==> src/rtl/sme_driver.sv <==
`default_nettype none
// ============================================================================
// sme_driver : host-side string/pattern transmitter for the matching engine
// Rev 1.0
// ============================================================================
module sme_driver #(
  parameter int STR_MAX     = 32,
  parameter int PAT_MAX     = 8,
  parameter int TIMEOUT_CYC = 64
) (
  input  logic       clk,
  input  logic       rst_n,
  input  logic       i_wr_en,
  input  logic       i_wr_sel,
  input  logic [4:0] i_wr_addr,
  input  logic [7:0] i_wr_data,
  input  logic       i_start,
  input  logic [5:0] i_s_len,
  input  logic [3:0] i_p_len,
  input  logic       i_new_string,
  output logic       o_busy,
  output logic [7:0] o_chardata,
  output logic       o_isstring,
  output logic       o_ispattern,
  input  logic       i_eng_valid,
  input  logic       i_eng_match,
  input  logic [4:0] i_eng_match_index,
  output logic       o_done,
  output logic       o_result_match,
  output logic [4:0] o_result_index,
  output logic       o_timeout
);

  localparam logic [2:0] c_IDLE     = 3'd0;
  localparam logic [2:0] c_SEND_STR = 3'd1;
  localparam logic [2:0] c_SEND_PAT = 3'd2;
  localparam logic [2:0] c_WAIT     = 3'd3;
  localparam logic [2:0] c_REPORT   = 3'd4;

  localparam logic [5:0] c_S_MAX   = 6'(STR_MAX);
  localparam logic [3:0] c_P_MAX   = 4'(PAT_MAX);
  localparam logic [6:0] c_TO_LAST = 7'(TIMEOUT_CYC - 1);

  logic [7:0] r_str [STR_MAX];
  logic [7:0] r_pat [PAT_MAX];

  logic [2:0] r_state;
  logic       r_str_sent;
  logic [5:0] r_slen;
  logic [3:0] r_plen;
  logic [5:0] r_sidx;
  logic [3:0] r_pidx;
  logic [6:0] r_tcnt;

  logic [5:0] w_s_sat;
  logic [3:0] w_p_sat;
  logic       w_str_due;
  logic       w_accept;

  assign w_s_sat   = (i_s_len > c_S_MAX) ? c_S_MAX : i_s_len;
  assign w_p_sat   = (i_p_len > c_P_MAX) ? c_P_MAX : i_p_len;
  assign w_str_due = i_new_string || !r_str_sent;
  assign w_accept  = i_start && (i_p_len != 4'd0) && !(w_str_due && (i_s_len == 6'd0));

  // Buffers deliberately have no reset; contents survive a mid-job reset.
  always_ff @(posedge clk) begin
    if (i_wr_en && !o_busy) begin
      if (!i_wr_sel)
        r_str[i_wr_addr] <= i_wr_data;
      else if (i_wr_addr[4:3] == 2'b00)
        r_pat[i_wr_addr[2:0]] <= i_wr_data;
    end
  end

  always_ff @(posedge clk or negedge rst_n) begin
    if (!rst_n) begin
      r_state        <= c_IDLE;
      r_str_sent     <= 1'b0;
      r_slen         <= 6'd0;
      r_plen         <= 4'd0;
      r_sidx         <= 6'd0;
      r_pidx         <= 4'd0;
      r_tcnt         <= 7'd0;
      o_busy         <= 1'b0;
      o_chardata     <= 8'h00;
      o_isstring     <= 1'b0;
      o_ispattern    <= 1'b0;
      o_done         <= 1'b0;
      o_result_match <= 1'b0;
      o_result_index <= 5'd0;
      o_timeout      <= 1'b0;
    end else begin
      case (r_state)
        c_IDLE: begin
          if (w_accept) begin
            r_slen <= w_s_sat;
            r_plen <= w_p_sat;
            o_busy <= 1'b1;
            // First char is registered on the accepting edge so it appears at T+1.
            if (w_str_due) begin
              r_state    <= c_SEND_STR;
              o_isstring <= 1'b1;
              o_chardata <= r_str[0];
              r_sidx     <= 6'd1;
            end else begin
              r_state     <= c_SEND_PAT;
              o_ispattern <= 1'b1;
              o_chardata  <= r_pat[0];
              r_pidx      <= 4'd1;
            end
          end
        end
        c_SEND_STR: begin
          if (r_sidx < r_slen) begin
            o_chardata <= r_str[r_sidx[4:0]];
            r_sidx     <= r_sidx + 6'd1;
          end else begin
            r_state     <= c_SEND_PAT;
            r_str_sent  <= 1'b1;
            o_isstring  <= 1'b0;
            o_ispattern <= 1'b1;
            o_chardata  <= r_pat[0];
            r_pidx      <= 4'd1;
          end
        end
        c_SEND_PAT: begin
          if (r_pidx < r_plen) begin
            o_chardata <= r_pat[r_pidx[2:0]];
            r_pidx     <= r_pidx + 4'd1;
          end else begin
            r_state     <= c_WAIT;
            o_ispattern <= 1'b0;
            o_chardata  <= 8'h00;
            r_tcnt      <= 7'd0;
          end
        end
        c_WAIT: begin
          if (i_eng_valid) begin
            r_state        <= c_REPORT;
            o_done         <= 1'b1;
            o_result_match <= i_eng_match;
            o_result_index <= i_eng_match_index;
            o_timeout      <= 1'b0;
          end else if (r_tcnt == c_TO_LAST) begin
            r_state        <= c_REPORT;
            o_done         <= 1'b1;
            o_result_match <= 1'b0;
            o_result_index <= 5'd0;
            o_timeout      <= 1'b1;
          end else begin
            r_tcnt <= r_tcnt + 7'd1;
          end
        end
        c_REPORT: begin
          r_state <= c_IDLE;
          o_done  <= 1'b0;
          o_busy  <= 1'b0;
        end
        default: begin
          r_state <= c_IDLE;
          o_busy  <= 1'b0;
        end
      endcase
    end
  end

endmodule
`default_nettype wire

==> config.mk <==
export PLATFORM = sky130hd
export DESIGN_NAME = sme_driver
export DESIGN_NICKNAME = d
export VERILOG_FILES = /design/src/rtl/sme_driver.sv
export SDC_FILE = /design/constraint.sdc
export NUM_CORES = 1
export LEC_CHECK = 0
export CAP_MARGIN = 40
export CORE_ASPECT_RATIO = 1.25
export CORE_MARGIN = 2
export CORE_UTILIZATION = 40
export DETAILED_ROUTE_END_ITERATION = 6
export PLACE_DENSITY = 0.58
export SLEW_MARGIN = 40
export SYNTH_ARGS = -nofsm -noshare
export SYNTH_HDL_FRONTEND = slang
export SYNTH_SLANG_ARGS = --single-unit
==> constraint.sdc <==
create_clock -name clk -period 3.1 [get_ports clk]
set_input_delay 0.465 -clock clk [delete_from_list [all_inputs] [get_ports clk]]
set_output_delay 0.465 -clock clk [all_outputs]
set_load 0.005 [all_outputs]
# Word level (Yosys, flattened, before mapping)
# Memories as Yosys holds them, arrays and structs flattened.
# Index checks and enable logic that the tools add are counted.
[totals]
reg_bits = 50
mem_count = 2
word_cells = 124
ramBits = 320
[mem_list]
columns = ["memory", "depth", "width", "read_ports", "rd_ports_with_merged_regs", "write_ports", "line", "text"]
rows = [
  ["r_str", 32, 8, 2, 0, 1, "44", "logic [7:0] r_str [STR_MAX];"],
  ["r_pat", 8, 8, 2, 0, 1, "45", "logic [7:0] r_pat [PAT_MAX];"],
]
[op_classes]
reduce_logical = 30
bitwise = 2
n_mux = 53
magnitude_cmp = 4
add_sub_neg = 3
n_eq_ne = 15
[ops]
columns = ["op", "count"]
rows = [
  ["2-to-1 mux 8 bit", 4],
  ["2-to-1 mux 6 bit", 4],
  ["one-hot mux 8 bit (3 select lines)", 1],
  ["2-to-1 mux 7 bit", 3],
  ["2-to-1 mux 1 bit", 20],
  ["2-to-1 mux 4 bit", 5],
  ["inequality test 2 bit (second input constant)", 9],
  ["AND reduction 4 bit", 4],
  ["2-to-1 mux 3 bit", 5],
  ["one-hot mux 7 bit (2 select lines)", 1],
  ["one-hot mux 3 bit (4 select lines)", 1],
  ["one-hot mux 4 bit (3 select lines)", 1],
  ["one-hot mux 6 bit (2 select lines)", 1],
  ["AND reduction 2 bit", 6],
  ["2-to-1 mux 5 bit", 2],
  ["AND reduction 5 bit", 2],
  ["nonzero test 2 bit", 4],
  ["adder 7 x 1 -> 7 bit (second input constant)", 1],
  ["== test 7 x 6 -> 1 bit (second input constant)", 1],
  ["adder 6 x 1 -> 6 bit (second input constant)", 1],
  ["== test 3 x 2 -> 1 bit (second input constant)", 2],
  ["> comparator 6 bit (second input constant)", 1],
  ["logical NOT 6 bit", 1],
  ["less-than comparator 6 bit", 1],
  ["18 further kinds", 26],
]

# Logic depth before layout (Yosys ltp)
[logic_depth]
ltp_word = 7
mapped_depth = 10
ltp_nobuf = 8

# Worst setup path before layout
# No wires, ideal clock.
[synth_timing]
path_kind = "register to register"
startpoint = "register r_pidx[1]"
endpoint = "register o_chardata[0]"
t_arrival_ns = 1.944
stages_incl_launch_ff = 8
path_slack_ns = 1.027
t_required_ns = 2.971
synth_period_minus_slack_ns = 2.073
path_cell_list = "dfrtp_1 > clkbuf_1 > buf_2 > mux4_2 > mux2_2 > nand2_1 > a221oi_1 > a2111o_1"
[synth_via]
elab_chain_len = 3
[synth_lines]
columns = ["item", "line", "text"]
rows = [
  ["start, declared", "52", "logic [3:0] r_pidx;"],
  ["start signal, assigned", "129", "r_pidx <= r_pidx + 4'd1;"],
  ["memory read (8 x 8 bit) or less-than comparator 4 bit (tied branches)", "--", ""],
  ["2-to-1 mux 8 bit *", "127", "if (r_pidx < r_plen) begin"],
  ["one-hot mux 8 bit (3 select lines) *", "93", "case (r_state)"],
  ["end signal, assigned", "103", "o_chardata <= r_str[0];"],
  ["end signal, assigned", "108", "o_chardata <= r_pat[0];"],
  ["end signal, assigned", "128", "o_chardata <= r_pat[r_pidx[2:0]];"],
  ["end, declared", "22", "output logic [7:0] o_chardata,"],
]
# Mark *: on every way between the ends. The rest lies on a longest branch, timed or not.
# A chain may end at the register's enable or synchronous reset.

# Worst setup path in the final report
[layout_timing]
startpoint = "register r_sidx[1]"
endpoint = "register o_chardata[1]"
[layout_via]
elab_chain_len = 3
[layout_lines]
columns = ["item", "line", "text"]
rows = [
  ["start, declared", "51", "logic [5:0] r_sidx;"],
  ["start signal, assigned", "116", "r_sidx <= r_sidx + 6'd1;"],
  ["memory read (32 x 8 bit) or less-than comparator 6 bit (tied branches)", "--", ""],
  ["2-to-1 mux 8 bit *", "114", "if (r_sidx < r_slen) begin"],
  ["one-hot mux 8 bit (3 select lines) *", "93", ""],
  ["end signal, assigned", "103", ""],
  ["end signal, assigned", "115", "o_chardata <= r_str[r_sidx[4:0]];"],
  ["end signal, assigned", "122", "o_chardata <= r_pat[0];"],
]
# Marked as above.

==> flow_summary.json <==
{
  "status": "complete, no violations",
  "initialDrtViolationCount": 640,
  "die_x_um": 179,
  "critPathLaunch": "r_sidx[1]",
  "antenna_left": 0,
  "pin_count": 55,
  "fin_crit_ns": 2.50,
  "synth_seq_cells": 370,
  "drcViolationCount": 0,
  "mostFrequentLayoutCell": "edfxtp_1",
  "slew_headroom": 0.431,
  "worstPathRequired_ns": 3.51,
  "viasPerCell": 5.43,
  "cp.arrival_ns": 2.91,
  "hold_ws_ns": 0.406,
  "finalMaxSlewViolations": 0,
  "synth_warnings": 0,
  "worst_pin_slew_ns": 0.831,
  "rsz0062_at_grt": "false",
  "finalCritPeriodShare": 0.805,
  "clk_latency_ns": 0.54,
  "grt_pass1_vias": 8817,
  "grt_max_degree": 87,
  "final.setup_skew_ns": 0.0159,
  "async_flop_share": 0.135,
  "clkTransAtPathRegs_ns": 0.06,
  "reg2reg_from": "r_sidx[1]",
  "syn_to_final_growth_pct": 17.4,
  "rrSetupSlack_ns": 0.60,
  "r2r_cells": 7,
  "min_path_type": "in2async",
  "firstDrtPassIters": 4,
  "port_buffers": 54,
  "max_freq_mhz": 401,
  "synth_fp_nets": 966,
  "die_area_um2": 40000,
  "drive_gt1_frac": 0.179,
  "path_class": "reg2reg",
  "clock_path_buffers": 3,
  "grt_antenna_before_repair": 0,
  "htree_levels": 2,
  "vdd_ir_drop_max_uv": 465,
  "syn_area_um2": 15400,
  "synth_edf_count": 320,
  "die_h_um": 223,
  "synth_cell_types": 55,
  "finalSetupViolCount": 0,
  "core_region_area_um2": 38000,
  "crit_path_end_kind": "register",
  "cts_buffers": 38,
  "rows": 80,
  "wl_per_cell_um": 22.9,
  "p_per_area_nw_per_um2": 812,
  "cts_setup_buffers": 0,
  "syn_inst": 919,
  "start_util": 0.404,
  "overflow": 0,
  "fin_nets": 1089,
  "drt_wl_total_um": 35800,
  "cp_max_fo": 86,
  "power_leakage_nw": 6.14,
  "grt_use_total": 0.183,
  "ctsResizeCount": 0,
  "final.setup.tns_ns": 0,
  "yosysSeqAreaShare": 0.707,
  "layout_common_cells": "edfxtp_1 (320), mux2i_1 (81), buf_4 (75), nor2_1 (55), clkdlybuf4s50_1 (53)",
  "cts_tree": "done",
  "yosysTopAreaCell": "edfxtp_1",
  "gp_congestion": 0.789,
  "grt_pass1_wl_um": 53900,
  "yosys_most_used_dff": "edfxtp_1",
  "r2r-end": "o_chardata[1]",
  "synth_area_leaders": "edfxtp_1 (63%), dfrtp_1 (8.1%), mux4_2 (5.9%), mux2i_1 (5.3%), mux4_1 (1.4%)",
  "critPathLaunchType": "register",
  "diodes": 0,
  "cap_violations": 0,
  "hold_viol_final": 0,
  "cts_sinks": 370,
  "avgSynthCellArea_um2": 16.7,
  "hold_buffers": 1,
  "netlist.area_leader.share": 0.625,
  "vias": 8465,
  "cts_root_buffer": "clkbuf_16",
  "hpwl_um": 22900
}
## sequential cells by signal, summed over array words and instances, names as in the netlist, 3 cells and up
name / count
r_plen: 4
r_tcnt: 7
r_pat: 64
r_str: 256
o_result_index: 5
o_chardata: 8
r_slen: 6
r_sidx: 6
r_pidx: 4
r_state: 3
## per-stage QoR
stage / cells / worst slack, ns / util / power, mW / instance area, um^2
floorplan: 919 / 1.03 / - / 8.91 / 15400
global placement: 1493 / 0.360 / 0.442 / 10.3 / 16800
detailed placement: 1493 / 0.354 / 0.443 / 10.3 / 16800
CTS: 1559 / 0.582 / 0.474 / 14.8 / 18000
global route: 1559 / 0.445 / 0.474 / 15.4 / 18000
finish: 1559 / 0.604 / 0.474 / 14.7 / 18000
## worst max-delay path by stage
stage | end | slack [ns] | cells past startpoint
final | o_chardata[1] | 0.60 | 7
after CTS | o_chardata[3] | 0.58 | 6
after detailed placement | o_chardata[3] | 0.35 | 6
after global routing | o_chardata[0] | 0.45 | 7
after global placement | r_str[10][0] | 0.36 | 4
after floorplan | o_chardata[0] | 1.03 | 7
## per-layer routing
layer / track usage / share of wire / vias to the layer above
met4: 0.0559 / 0.028 / 0
li1: - / - / 3886
met5: 0 / 0 / -
met3: 0.0257 / 0.041 / 58
met2: 0.319 / 0.51 / 202
met1: 0.234 / 0.42 / 4319
## cells by family (layout without fill, tap and decap cells)
group                      Yosys count  count (layout)  share of synthesized area
buffers and inverters               63             211                     0.0228
xor gates and xnor gates             5               5                    0.00285
DFF                                370             370                      0.707
muxes                              139             139                      0.133
AOI/OAI and AO/OA                  141             141                     0.0668
adders and majority gates           11              11                    0.00895
and+or+nand+nor                    190             190                     0.0594
## critical path, stage by stage, from the launching register on
cell and delay [ns]:
dfrtp_4 0.42, buf_12 0.40, buf_4 0.39, mux2i_1 0.41
a22oi_1 0.12, nand3_1 0.12, a21oi_1 0.07, a2111o_1 0.28
## area by class of cell
cell class / instances / area, um^2
Tap cell: 492 / 616
Timing Repair Buffer: 131 / 1140
Clock buffer: 43 / 970
Sequential cell: 370 / 10900
Multi-Input combinational cell: 486 / 4170
Inverter: 15 / 56.3
Fill cell: 3308 / 20000
Clock inverter: 22 / 228
## power by group
part	internal [mW]	switching (mW)
clock	2.59	1.88
combinational	1.93	2.29
sequential	5.70	0.259
total	10.2	4.43
## synthesized netlist by cell type (all sizes together) (2+ instances only)
master / instances
a2111o: 9
a2111oi: 8
a211oi: 8
a21oi: 25
a221oi: 8
a22o: 8
a22oi: 24
a31oi: 4
and2: 4
and3: 3
buf: 33
clkbuf: 15
dfrtp: 50
edfxtp: 320
ha: 11
inv: 15
mux2: 10
mux2i: 81
mux4: 48
nand2: 47
nand2b: 20
nand3: 23
nand3b: 4
nand4: 4
nor2: 55
nor2b: 13
nor3: 7
o211ai: 13
o21a: 3
o21ai: 22
o311a: 2
o31ai: 2
or3: 4
or3b: 2
xor2: 5
(Power assumes the default switching activity.)
